File: src/rtl/chunked_argmax_accumulator.sv
// Reduces NUM_CHUNKS consecutive (max, argmax) chunk results into one frame-level
// signed maximum and global index; on equal values the later chunk wins.
module chunked_argmax_accumulator #(
  parameter  int WIDTH      = 5,
  parameter  int ARG_WIDTH  = 4,
  parameter  int NUM_CHUNKS = 4,
  localparam int CHUNK_BITS = (NUM_CHUNKS > 1) ? $clog2(NUM_CHUNKS) : 1
) (
  input  logic                            clk,
  input  logic                            rst_n,
  input  logic                            clear,
  input  logic                            in_valid,
  output logic                            in_ready,
  input  logic [WIDTH-1:0]                in_max,
  input  logic [ARG_WIDTH-1:0]            in_argmax,
  output logic                            out_valid,
  input  logic                            out_ready,
  output logic [WIDTH-1:0]                out_max,
  output logic [CHUNK_BITS+ARG_WIDTH-1:0] out_argmax,
  output logic [CHUNK_BITS-1:0]           chunk_count
);

  localparam int IDX_W = CHUNK_BITS + ARG_WIDTH;
  localparam logic [CHUNK_BITS-1:0] LAST_CHUNK = CHUNK_BITS'(NUM_CHUNKS - 1);

  typedef enum logic [0:0] {
    ACCUM = 1'b0,
    DONE  = 1'b1
  } state_t;

  state_t                state_r, state_s;
  logic [CHUNK_BITS-1:0] count_r, count_s;
  logic [WIDTH-1:0]      best_max_r, best_max_s;
  logic [IDX_W-1:0]      best_idx_r, best_idx_s;
  logic [WIDTH-1:0]      out_max_r, out_max_s;
  logic [IDX_W-1:0]      out_argmax_r, out_argmax_s;

  assign in_ready    = (state_r == ACCUM);
  assign out_valid   = (state_r == DONE);
  assign out_max     = out_max_r;
  assign out_argmax  = out_argmax_r;
  assign chunk_count = count_r;

  // Next-state, running-best and frame-result update logic
  always_comb begin
    state_s      = state_r;
    count_s      = count_r;
    best_max_s   = best_max_r;
    best_idx_s   = best_idx_r;
    out_max_s    = out_max_r;
    out_argmax_s = out_argmax_r;
    if (clear) begin
      // Abort drops the partial frame and any pending result; outputs hold.
      state_s = ACCUM;
      count_s = '0;
    end else begin
      case (state_r)
        ACCUM: begin
          if (in_valid) begin
            // First chunk always loads; ">=" lets later chunks win ties.
            if ((count_r == '0) || ($signed(in_max) >= $signed(best_max_r))) begin
              best_max_s = in_max;
              best_idx_s = {count_r, in_argmax};
            end else begin
              best_max_s = best_max_r;
              best_idx_s = best_idx_r;
            end
            if (count_r == LAST_CHUNK) begin
              state_s      = DONE;
              count_s      = '0;
              out_max_s    = best_max_s;
              out_argmax_s = best_idx_s;
            end else begin
              count_s = count_r + CHUNK_BITS'(1);
            end
          end else begin
            state_s = ACCUM;
          end
        end
        DONE: begin
          if (out_ready) begin
            state_s = ACCUM;
          end else begin
            state_s = DONE;
          end
        end
        default: begin
          state_s = ACCUM;
          count_s = '0;
        end
      endcase
    end
  end

  // State and datapath registers
  always_ff @(posedge clk or negedge rst_n) begin
    if (!rst_n) begin
      state_r      <= ACCUM;
      count_r      <= '0;
      best_max_r   <= '0;
      best_idx_r   <= '0;
      out_max_r    <= '0;
      out_argmax_r <= '0;
    end else begin
      state_r      <= state_s;
      count_r      <= count_s;
      best_max_r   <= best_max_s;
      best_idx_r   <= best_idx_s;
      out_max_r    <= out_max_s;
      out_argmax_r <= out_argmax_s;
    end
  end

endmodule
File: config.mk
export PLATFORM = sky130hd
export DESIGN_NAME = chunked_argmax_accumulator
export DESIGN_NICKNAME = d
export VERILOG_FILES = /design/src/rtl/chunked_argmax_accumulator.sv
export SDC_FILE = /design/constraint.sdc
export NUM_CORES = 1
export LEC_CHECK = 0
export CORE_MARGIN = 5
export CORE_UTILIZATION = 30
export CTS_CLUSTER_SIZE = 40
export DETAILED_ROUTE_END_ITERATION = 16
export PLACE_DENSITY = 0.53
export SLEW_MARGIN = 20
export SYNTH_ARGS = -nofsm -noshare
export SYNTH_HDL_FRONTEND = slang
export SYNTH_SLANG_ARGS = --single-unit
File: constraint.sdc
create_clock -name clk -period 1.75 [get_ports clk]
set_input_delay 0.4375 -clock clk [delete_from_list [all_inputs] [get_ports clk]]
set_output_delay 0.4375 -clock clk [all_outputs]
set_load 0.01 [all_outputs]
==> run_results.csv, run 1 <==
group,metric,value,unit
detailed_routing,drt_iter0_drc,40,
placed_design,dpl_cell_area,0.00209,sq mm
yosys,ys_seq_area_frac,0.421,
layout,final-seq-area,628,sq um
pwr,leakage,0.939,nW
detailed_routing,wl_per_cell,16.0,microns
global_route,grt_max_degree,26,
yosys,async_reset_ff_frac,1.00,
yosys,yosys.area.top_type_share,0.421,
setup_path,arrival,1.95,ns
yosys,yosys.area.top_type,"dfrtp_1",
clock_network,post-cts-setup-buffer-count,0,
floorplanning,die_y,80.4,microns
timing,tightest_slew,0.351,ns
detailed_routing,vias_per_cell,5.22,
clock_network,ctsRootBufferMaster,"clkbuf_8",
setup_path,endpoint_kind,"register",
layout,layout-drive-gt1-share,0.338,
timing,maxSlewViolCount,0,
clock_network,clk_latency,0.27,ns
timing,setup_viol,11,
layout,nNetsFinal,217,
floorplanning,row_count,25,
yosys,synth_edf_count,0,
yosys,synth_seq_cells,25,
yosys,postSynthAreaPerCell,10.6,sq um
yosys,synth_area,0.00149,sq mm
detailed_routing,vias,1367,
floorplanning,core-area,0.00475,sq mm
timing,rsz0062_at_grt,"yes",
yosys,synthMostInstantiatedCell,"dfrtp_1",
layout,syn_to_final_growth,47.2,%
placed_design,dp_hpwl,3.03,mm
yosys,synthTopCellsByCount,"dfrtp_1 (25), nor2_1 (16), a31oi_1 (12)",
clock_network,cts.reportedPaths.clkPinSlew,0.10,ns
pwr,powerDensity,1220,mW/mm^2
layout,antennaDiodeCount,0,
global_route,antenna_found_initial,0,
layout,multi_input_area,843,sq um
outcome,violations,"negative setup slack",
detailed_routing,antenna_left,0,
placed_design,pre_cts_ws,-0.717,ns
global_route,grt_first_pass_wirelength,6.91,mm
detailed_routing,wl,4.19,mm
timing,fmax,562,MHz
setup_path,worst-path-buf-inv,2,
timing,finalCritPeriodShare,1.02,
timing,hold_viol,0,
clock_network,clock-sinks,25,
setup_path,cp_max_fo,6,
yosys,yosysWarnings,0,
timing,setup_ws,-0.0309,ns
yosys,synth_fp_nets,161,
layout,fin_cells,262,
placed_design,dp.cells,258,
setup_path,worstSetupPathType,"reg -> reg",
floorplanning,die_x,80.4,microns
clock_network,cts-htree-levels,1,
timing,relSlewSlack,0.766,
pwr,ir_drop,0.000455,V
min_path,hold_path.class,"in -> reg",
timing,min_period,1.78,ns
layout,fin_area,0.00219,sq mm
global_route,first_global_vias,1428,
clock_network,cts_buffers,3,
global_route,grt_overflow,0,
yosys,synth_area_leaders,"dfrtp_1 (42%), mux2_4 (10%), a41oi_1 (6.5%)",
clock_network,cts_tree,"yes",
setup_path,required,1.91,ns
placed_design,port_buffers,28,
timing,clock_skew,0.00384,ns
yosys,yosys_most_used_dff,"dfrtp_1",
setup_path,cp_cell_sequence,"inv_2, ha_4, nor4b_4, nor4_1, a41o_1, buf_6, mux2_4",
layout,fin_util,0.460,
floorplanning,ios,29,
setup_path,cpPeakStageDelay,0.38,ns
global_route,track_usage,0.137,
yosys,ys_types,25,
outcome,status,"complete, but fails checks",
timing,tns,-0.256,ns
setup_path,critPathSlowestCell,"dfrtp_1",
setup_path,worst_setup_path_start_kind,"register",
yosys,netlist_instances,140,
detailed_routing,drc,0,
layout,nFillCells,471,
floorplanning,start_util,0.312,
placed_design,gp_congestion,0.840,
floorplanning,dieArea,0.00646,sq mm
job,maxCapViolCount,0,
clock_network,clockBufferDepth,2,
detailed_routing,dr.pass1.iters,4,
setup_path,path_delay_family,"flip-flops",
-- cells in the final DEF, fill, tap and decap left out, drive strengths merged, types with 2 or more instances in the layout --
cell type,n
ha,7
dlygate4sd2,7
mux2,11
nand2,2
a21oi,2
buf,35
nand2b,2
o221ai,11
nor3,4
a31oi,12
clkbuf,3
nor3b,10
nor2,16
dfrtp,25
inv,8
clkdlybuf4s50,19
a41oi,11
-- flip-flops by register name (all words and copies together), names as in the netlist --
| name | count |
|---|---|
| best_idx_r | 6 |
| best_max_r | 5 |
| chunk_count | 2 |
| out_argmax | 6 |
| out_max | 5 |
| out_valid | 1 |
-- worst reg2reg max path: stages (launching register included) --
cell,delay [ns]
dfrtp_1,0.38
inv_2,0.05
ha_4,0.27
nor4b_4,0.22
nor4_1,0.08
a41o_1,0.24
buf_6,0.15
mux2_4,0.29
-- power breakdown --
group / total (mW) / leakage (nW) / internal, mW / switching, mW
registers: 0.849 / 0.314 / 0.750 / 0.0989
clock network: 0.368 / 0.0217 / 0.162 / 0.207
logic: 1.46 / 0.603 / 0.786 / 0.673
-- cell type report --
cell class,count,area share
clock buffers,3,0.0189
clock inverters,1,0.00343
inverters,8,0.0137
multi-input cells,95,0.386
flip-flops and latches,25,0.287
well taps,67,0.0384
repair buffers,63,0.252
-- cells by family after synthesis --
group	Yosys count	synth area share
adder cells (fa/ha/maj)	7	0.0590
AND/OR/NAND/NOR	37	0.146
AO/OA/AOI/OAI	39	0.202
flip-flops	25	0.421
buffers and inverters	20	0.0564
multiplexers	12	0.115
-- timing repair --
item / in CTS / in global routing
endpoints found under the setup margin: 25 / 22
pin swaps: 6 / 1
endpoints found under the hold margin: 0 / 0
resized for setup: 18 / 5
hold buffers: 0 / 0
-- through the flow --
step | hold WS (ns) | total power [mW]
floorplan | 0.142 | 1.61
global placement | 0.494 | 2.23
detailed placement | 0.495 | 2.25
CTS | 0.528 | 2.68
global route | 0.520 | 2.85
finish | 0.479 | 2.68
-- layer usage --
layer  track usage  up-vias  share of wire
li1              -      651              -
met1         0.184      663           0.46
met2         0.225       44           0.47
met3        0.0213        9          0.052
met4        0.0405        0          0.013
met5             0        -              0
-- worst paths after layout --
| check | from | end | slack, ns | depth (start not counted) |
|---|---|---|---|---|
| min reg2reg | best_idx_r[1] | best_idx_r[1] | 0.53 | 1 |
| min | in_valid | out_valid | 0.48 | 3 |
| max in group asynchronous | rst_n | chunk_count[0] | 0.94 | 2 |
| min in group asynchronous | rst_n | out_max[4] | 0.54 | 2 |
| max reg2reg | best_max_r[4] | best_max_r[3] | -0.03 | 7 |
| max | best_max_r[4] | best_max_r[3] | -0.03 | 7 |
Note: power is estimated with default switching activity, not from simulation.
==> inputs of run 2 (changes only) <==
Settings changed: HOLD_SLACK_MARGIN from default to 0.15, MAX_ROUTING_LAYER from default to met4.
==> run 2 against run 1 <==
Compared with the run above: critical path depth unchanged; largest cell class unchanged; highest routed layer unchanged; routed wire length down 1.2%; clock skew decreased by 0.0024 ns; via count down 0.88%; clock power about the same; sequential power about the same; clock-buffer cell count unchanged; the flow still finishes with violations (negative setup slack); global-route usage rose by 0.36 points; register-to-register slack barely moved.
==> run_results.csv, run 2 (synthesis gave the netlist of run 1 again) <==
group,metric,value,unit
outcome,status,"complete, but fails checks",
outcome,violations,"negative setup slack",
layout,fin_area,0.00219,sq mm
timing,fmax,563,MHz
global_route,grt_first_pass_wirelength,6.89,mm
detailed_routing,vias,1355,
placed_design,gp_congestion,0.853,
setup_path,path_delay_family,"flip-flops",
layout,layout_commonest_cell,"buf_4",
detailed_routing,antenna_left,0,
global_route,track_usage,0.140,
setup_path,cpPeakStageDelay,0.38,ns
clock_network,cts_tree,"yes",
setup_path,critPathSlowestCell,"dfrtp_1",
setup_path,worstSetupPathType,"reg -> reg",
setup_path,cp_cell_sequence,"inv_2, ha_4, nor4b_4, nor4_1, a41o_1, buf_6, mux2_4",
job,maxCapViolCount,0,
timing,clock_skew,0.00146,ns
clock_network,ctsRootBufferMaster,"clkbuf_8",
setup_path,arrival,1.94,ns
layout,layout_common_cells,"buf_4 (31), dfrtp_1 (23), clkdlybuf4s50_1 (19)",
layout,fin_cells,262,
detailed_routing,top_layer,"met4",
layout,antennaDiodeCount,0,
timing,setup_viol,11,
timing,finalCritPeriodShare,1.02,
timing,hold_viol,0,
floorplanning,dieArea,0.00646,sq mm
detailed_routing,drt_iter0_drc,41,
pwr,ir_drop,0.000455,V
setup_path,cp_max_fo,6,
detailed_routing,wl_met3,183,microns
clock_network,clock-sinks,25,
timing,tns,-0.224,ns
global_route,first_global_vias,1429,
placed_design,dp_hpwl,3.03,mm
detailed_routing,drc,0,
setup_path,cp.depth,7,
setup_path,worst_setup_path_start_kind,"register",
detailed_routing,wl_met2,1.98,mm
floorplanning,die_y,80.4,microns
timing,rsz0062_at_grt,"yes",
timing,maxSlewViolCount,0,
timing,setup_ws,-0.0266,ns
pwr,leakage,0.939,nW
clock_network,post-cts-setup-buffer-count,0,
placed_design,dpl_cell_area,0.00209,sq mm
floorplanning,ios,29,
floorplanning,core-area,0.00475,sq mm
timing,min_period,1.78,ns
setup_path,worst-path-buf-inv,2,
setup_path,endpoint_kind,"register",
placed_design,dp.cells,258,
layout,syn_to_final_growth,47.2,%
detailed_routing,wl_met1,1.94,mm
pwr,powerDensity,1220,mW/mm^2
detailed_routing,vias_per_cell,5.17,
global_route,grt_overflow,0,
clock_network,cts.reportedPaths.clkPinSlew,0.10,ns
floorplanning,start_util,0.312,
timing,tightest_slew,0.346,ns
floorplanning,row_count,25,
detailed_routing,wl,4.14,mm
pwr,total_power,2.68,mW
timing,relSlewSlack,0.770,
clock_network,cts-htree-levels,1,
clock_network,clk_latency,0.27,ns
setup_path,required,1.92,ns
detailed_routing,wl_per_cell,15.8,microns
clock_network,cts_buffers,3,
detailed_routing,dr.pass1.iters,4,
placed_design,pre_cts_ws,-0.717,ns
floorplanning,die_x,80.4,microns
clock_network,ctsHoldBuffers,0,
min_path,hold_path.class,"in -> reg",
global_route,antenna_found_initial,0,
setup_path,reg2reg_depth,7,
layout,layout-drive-gt1-share,0.338,
clock_network,clockBufferDepth,2,
layout,nNetsFinal,217,
placed_design,port_buffers,28,
global_route,grt_max_degree,26,
min_path,holdPathStages,3,
-- run 2: where the power goes --
part	switching (mW)	leakage, nW	internal, mW
sequential	0.0981	0.314	0.750
combinational	0.673	0.603	0.787
clock	0.208	0.0217	0.162
-- run 2: timing repair --
item | in CTS | in global routing
endpoints found under the hold margin | 0 | 0
setup endpoints to repair | 25 | 22
gates resized for setup | 18 | 5
pin swaps | 6 | 1
cloned | 0 | 0
-- run 2: final timing paths --
check | from | end | slack (ns)
min in group asynchronous | rst_n | out_max[4] | 0.53
setup reg to reg | best_max_r[4] | best_max_r[3] | -0.03
hold / removal | in_valid | out_valid | 0.48
max in group asynchronous | rst_n | chunk_count[1] | 0.94
hold reg to reg | best_idx_r[1] | best_idx_r[1] | 0.53
setup / recovery | best_max_r[4] | best_max_r[3] | -0.03
-- run 2: final cells by class --
class	instances	area [sq um]
Fill cell	471	2570
Multi-Input combinational cell	95	843
Sequential cell	25	628
Timing Repair Buffer	63	552
Tap cell	67	83.8
Clock buffer	3	41.3
Inverter	8	30.0
Clock inverter	1	7.51
-- run 2: per-stage QoR --
stage               hold slack [ns]  utilization
global placement              0.494        0.440
floorplan                     0.142            -
global route                  0.520        0.460
detailed placement            0.495        0.440
finish                        0.477        0.460
CTS                           0.528        0.456
-- run 2: metal layers --
layer | up-vias | GRT usage
met5 | - | -
li1 | 654 | -
met4 | 0 | 0.0405
met3 | 6 | 0.0191
met1 | 651 | 0.185
met2 | 44 | 0.226
-- run 2: worst min-delay path, stage by stage --
cell	delay (ns)
dlymetal6s2s_1	0.11
a31oi_1	0.09
nor2_1	0.08
==> inputs of run 3 (changes only) <==
Settings changed: DONT_BUFFER_PORTS from default to 1, PLACE_DENSITY 0.53 to 0.45.
==> run 3 against run 2 <==
Compared with the run above: the run still ends with negative setup slack left; largest power group unchanged; power is 5.9% lower; first-iteration DRC count is 29% lower; non-clock buffer count is 33 lower; global-route usage is 0.39 points lower; maximum frequency is 3.9% lower; clock power is 7.0% lower; routed wire length is 2.7% lower; die area stayed put; clock skew is 0.0027 ns higher; highest routed layer unchanged; critical endpoint is now best_max_r[1]; via count is 10% lower; sequential power is 5.5% higher.
==> run_results.csv, run 3 (synthesis gave the netlist of run 1 again) <==
group,metric,value,unit
global_route,track_usage,0.137,
timing,rsz0062_at_grt,"yes",
detailed_routing,wl_met3,230,microns
clock_network,clock-sinks,25,
pwr,powerDensity,1320,mW/mm^2
layout,syn_to_final_growth,28.1,%
placed_design,dp.cells,221,
global_route,grt_overflow,0,
detailed_routing,top_layer,"met4",
clock_network,cts-htree-levels,1,
placed_design,port_buffers,0,
job,maxCapViolCount,0,
setup_path,critPathSlowestCell,"dfrtp_1",
global_route,grt_first_pass_wirelength,6.77,mm
pwr,leakage,0.799,nW
outcome,violations,"negative setup slack",
setup_path,endpoint_kind,"register",
layout,layout-drive-gt1-share,0.364,
global_route,antenna_found_initial,0,
layout,fin_area,0.00190,sq mm
min_path,holdPathStages,1,
setup_path,path_delay_family,"flip-flops",
clock_network,clk_latency,0.26,ns
detailed_routing,drt_iter0_drc,29,
setup_path,worst-path-buf-inv,3,
timing,finalCritPeriodShare,1.06,
clock_network,cts_buffers,3,
setup_path,cp.depth,8,
global_route,first_global_vias,1334,
outcome,status,"complete, but fails checks",
floorplanning,start_util,0.312,
timing,maxSlewViolCount,0,
clock_network,cts.reportedPaths.clkPinSlew,0.09,ns
placed_design,dpl_cell_area,0.00176,sq mm
detailed_routing,antenna_left,0,
detailed_routing,wl_met1,1.87,mm
layout,layout_common_cells,"dfrtp_1 (23), buf_4 (23), nor2_1 (16)",
setup_path,cp_max_fo,4,
detailed_routing,dr.pass1.iters,4,
setup_path,worst_setup_path_start_kind,"register",
setup_path,crit_path_frequent_cell,"buf_6",
timing,min_period,1.85,ns
detailed_routing,vias_per_cell,5.30,
setup_path,cp_cell_sequence,"inv_2, ha_4, buf_6, nor3b_4, nor4_2, a41o_1, buf_6, mux2_4",
timing,setup_ws,-0.0985,ns
floorplanning,die_x,80.4,microns
setup_path,required,1.90,ns
global_route,grt_max_degree,26,
detailed_routing,drc,0,
timing,tightest_slew,0.247,ns
timing,clock_skew,0.00418,ns
layout,fin_cells,229,
detailed_routing,wl,4.03,mm
detailed_routing,wl_per_cell,17.6,microns
placed_design,gp_congestion,0.761,
floorplanning,dieArea,0.00646,sq mm
clock_network,clockBufferDepth,2,
clock_network,cts_tree,"yes",
pwr,ir_drop,0.000482,V
floorplanning,ios,29,
timing,tns,-1.08,ns
setup_path,cpPeakStageDelay,0.40,ns
placed_design,dp_hpwl,2.93,mm
layout,antennaDiodeCount,0,
layout,nNetsFinal,184,
detailed_routing,wl_met2,1.91,mm
timing,relSlewSlack,0.835,
floorplanning,die_y,80.4,microns
setup_path,worstSetupPathType,"reg -> reg",
timing,fmax,541,MHz
timing,hold_viol,0,
min_path,hold_path.class,"in -> reg",
timing,setup_viol,16,
detailed_routing,vias,1213,
floorplanning,row_count,25,
floorplanning,core-area,0.00475,sq mm
setup_path,reg2reg_depth,8,
layout,fin_util,0.400,
setup_path,arrival,2.00,ns
clock_network,ctsRootBufferMaster,"clkbuf_8",
==> run 3: cell count changes in the layout (fill, tap and decap cells not counted) <==
cell | previous run | this run
dlygate4sd3_1 | 0 | 1
clkbuf_1 | 0 | 1
clkinvlp_4 | 1 | 0
nor4_2 | 0 | 1
nor4_1 | 1 | 0
buf_12 | 0 | 2
clkdlybuf4s50_1 | 19 | 0
clkdlybuf4s15_1 | 1 | 0
nor2b_1 | 0 | 1
dlymetal6s2s_1 | 1 | 0
nor2b_2 | 1 | 0
buf_4 | 31 | 23
dlygate4sd2_1 | 7 | 0
==> run 3: timing repair <==
item / CTS / global route
setup buffers: 0 / 2
endpoints found under the setup margin: 22 / 22
hold buffers: 2 / 0
pin swaps: 3 / 6
endpoints found under the hold margin: 25 / 0
resized for setup: 9 / 4
==> run 3: worst paths after layout <==
check / from / end / slack, ns
max in group asynchronous: rst_n / chunk_count[0] / 0.95
min in group asynchronous: rst_n / best_max_r[1] / 0.63
worst max-delay path: best_max_r[4] / best_max_r[1] / -0.1
worst min-delay path: clear / chunk_count[0] / 0.23
worst min register to register: best_idx_r[2] / best_idx_r[2] / 0.51
worst max register to register: best_max_r[4] / best_max_r[1] / -0.1
==> run 3: stage by stage <==
step                      hold WS, ns  setup slack, ns  power, mW
after floorplan                 0.142           -0.100       1.61
after global placement          0.143           -0.224       2.02
after detailed placement        0.143           -0.323       2.05
after CTS                       0.217           -0.136       2.47
after global routing            0.210           -0.168       2.70
final                           0.225          -0.0985       2.52
==> run 3: final cells by class <==
cell class                 instances  area (sq um)
inverter                           8          30.0
clock buffer                       4          45.0
tap                               67          83.8
sequential                        25           628
fill                             484          2850
timing repair buffer              30           268
multi-input combinational         95           847
==> run 3: per-layer routing <==
layer / track usage / vias up
li1: - / 585
met1: 0.174 / 596
met2: 0.228 / 30
met3: 0.0291 / 2
met4: 0.0203 / 0
met5: - / -
==> run 3: report_power, final <==
group / internal (mW) / switching (mW) / total, mW
registers: 0.751 / 0.145 / 0.895
logic: 0.664 / 0.616 / 1.28
clock network: 0.162 / 0.181 / 0.344
total: 1.58 / 0.942 / 2.52
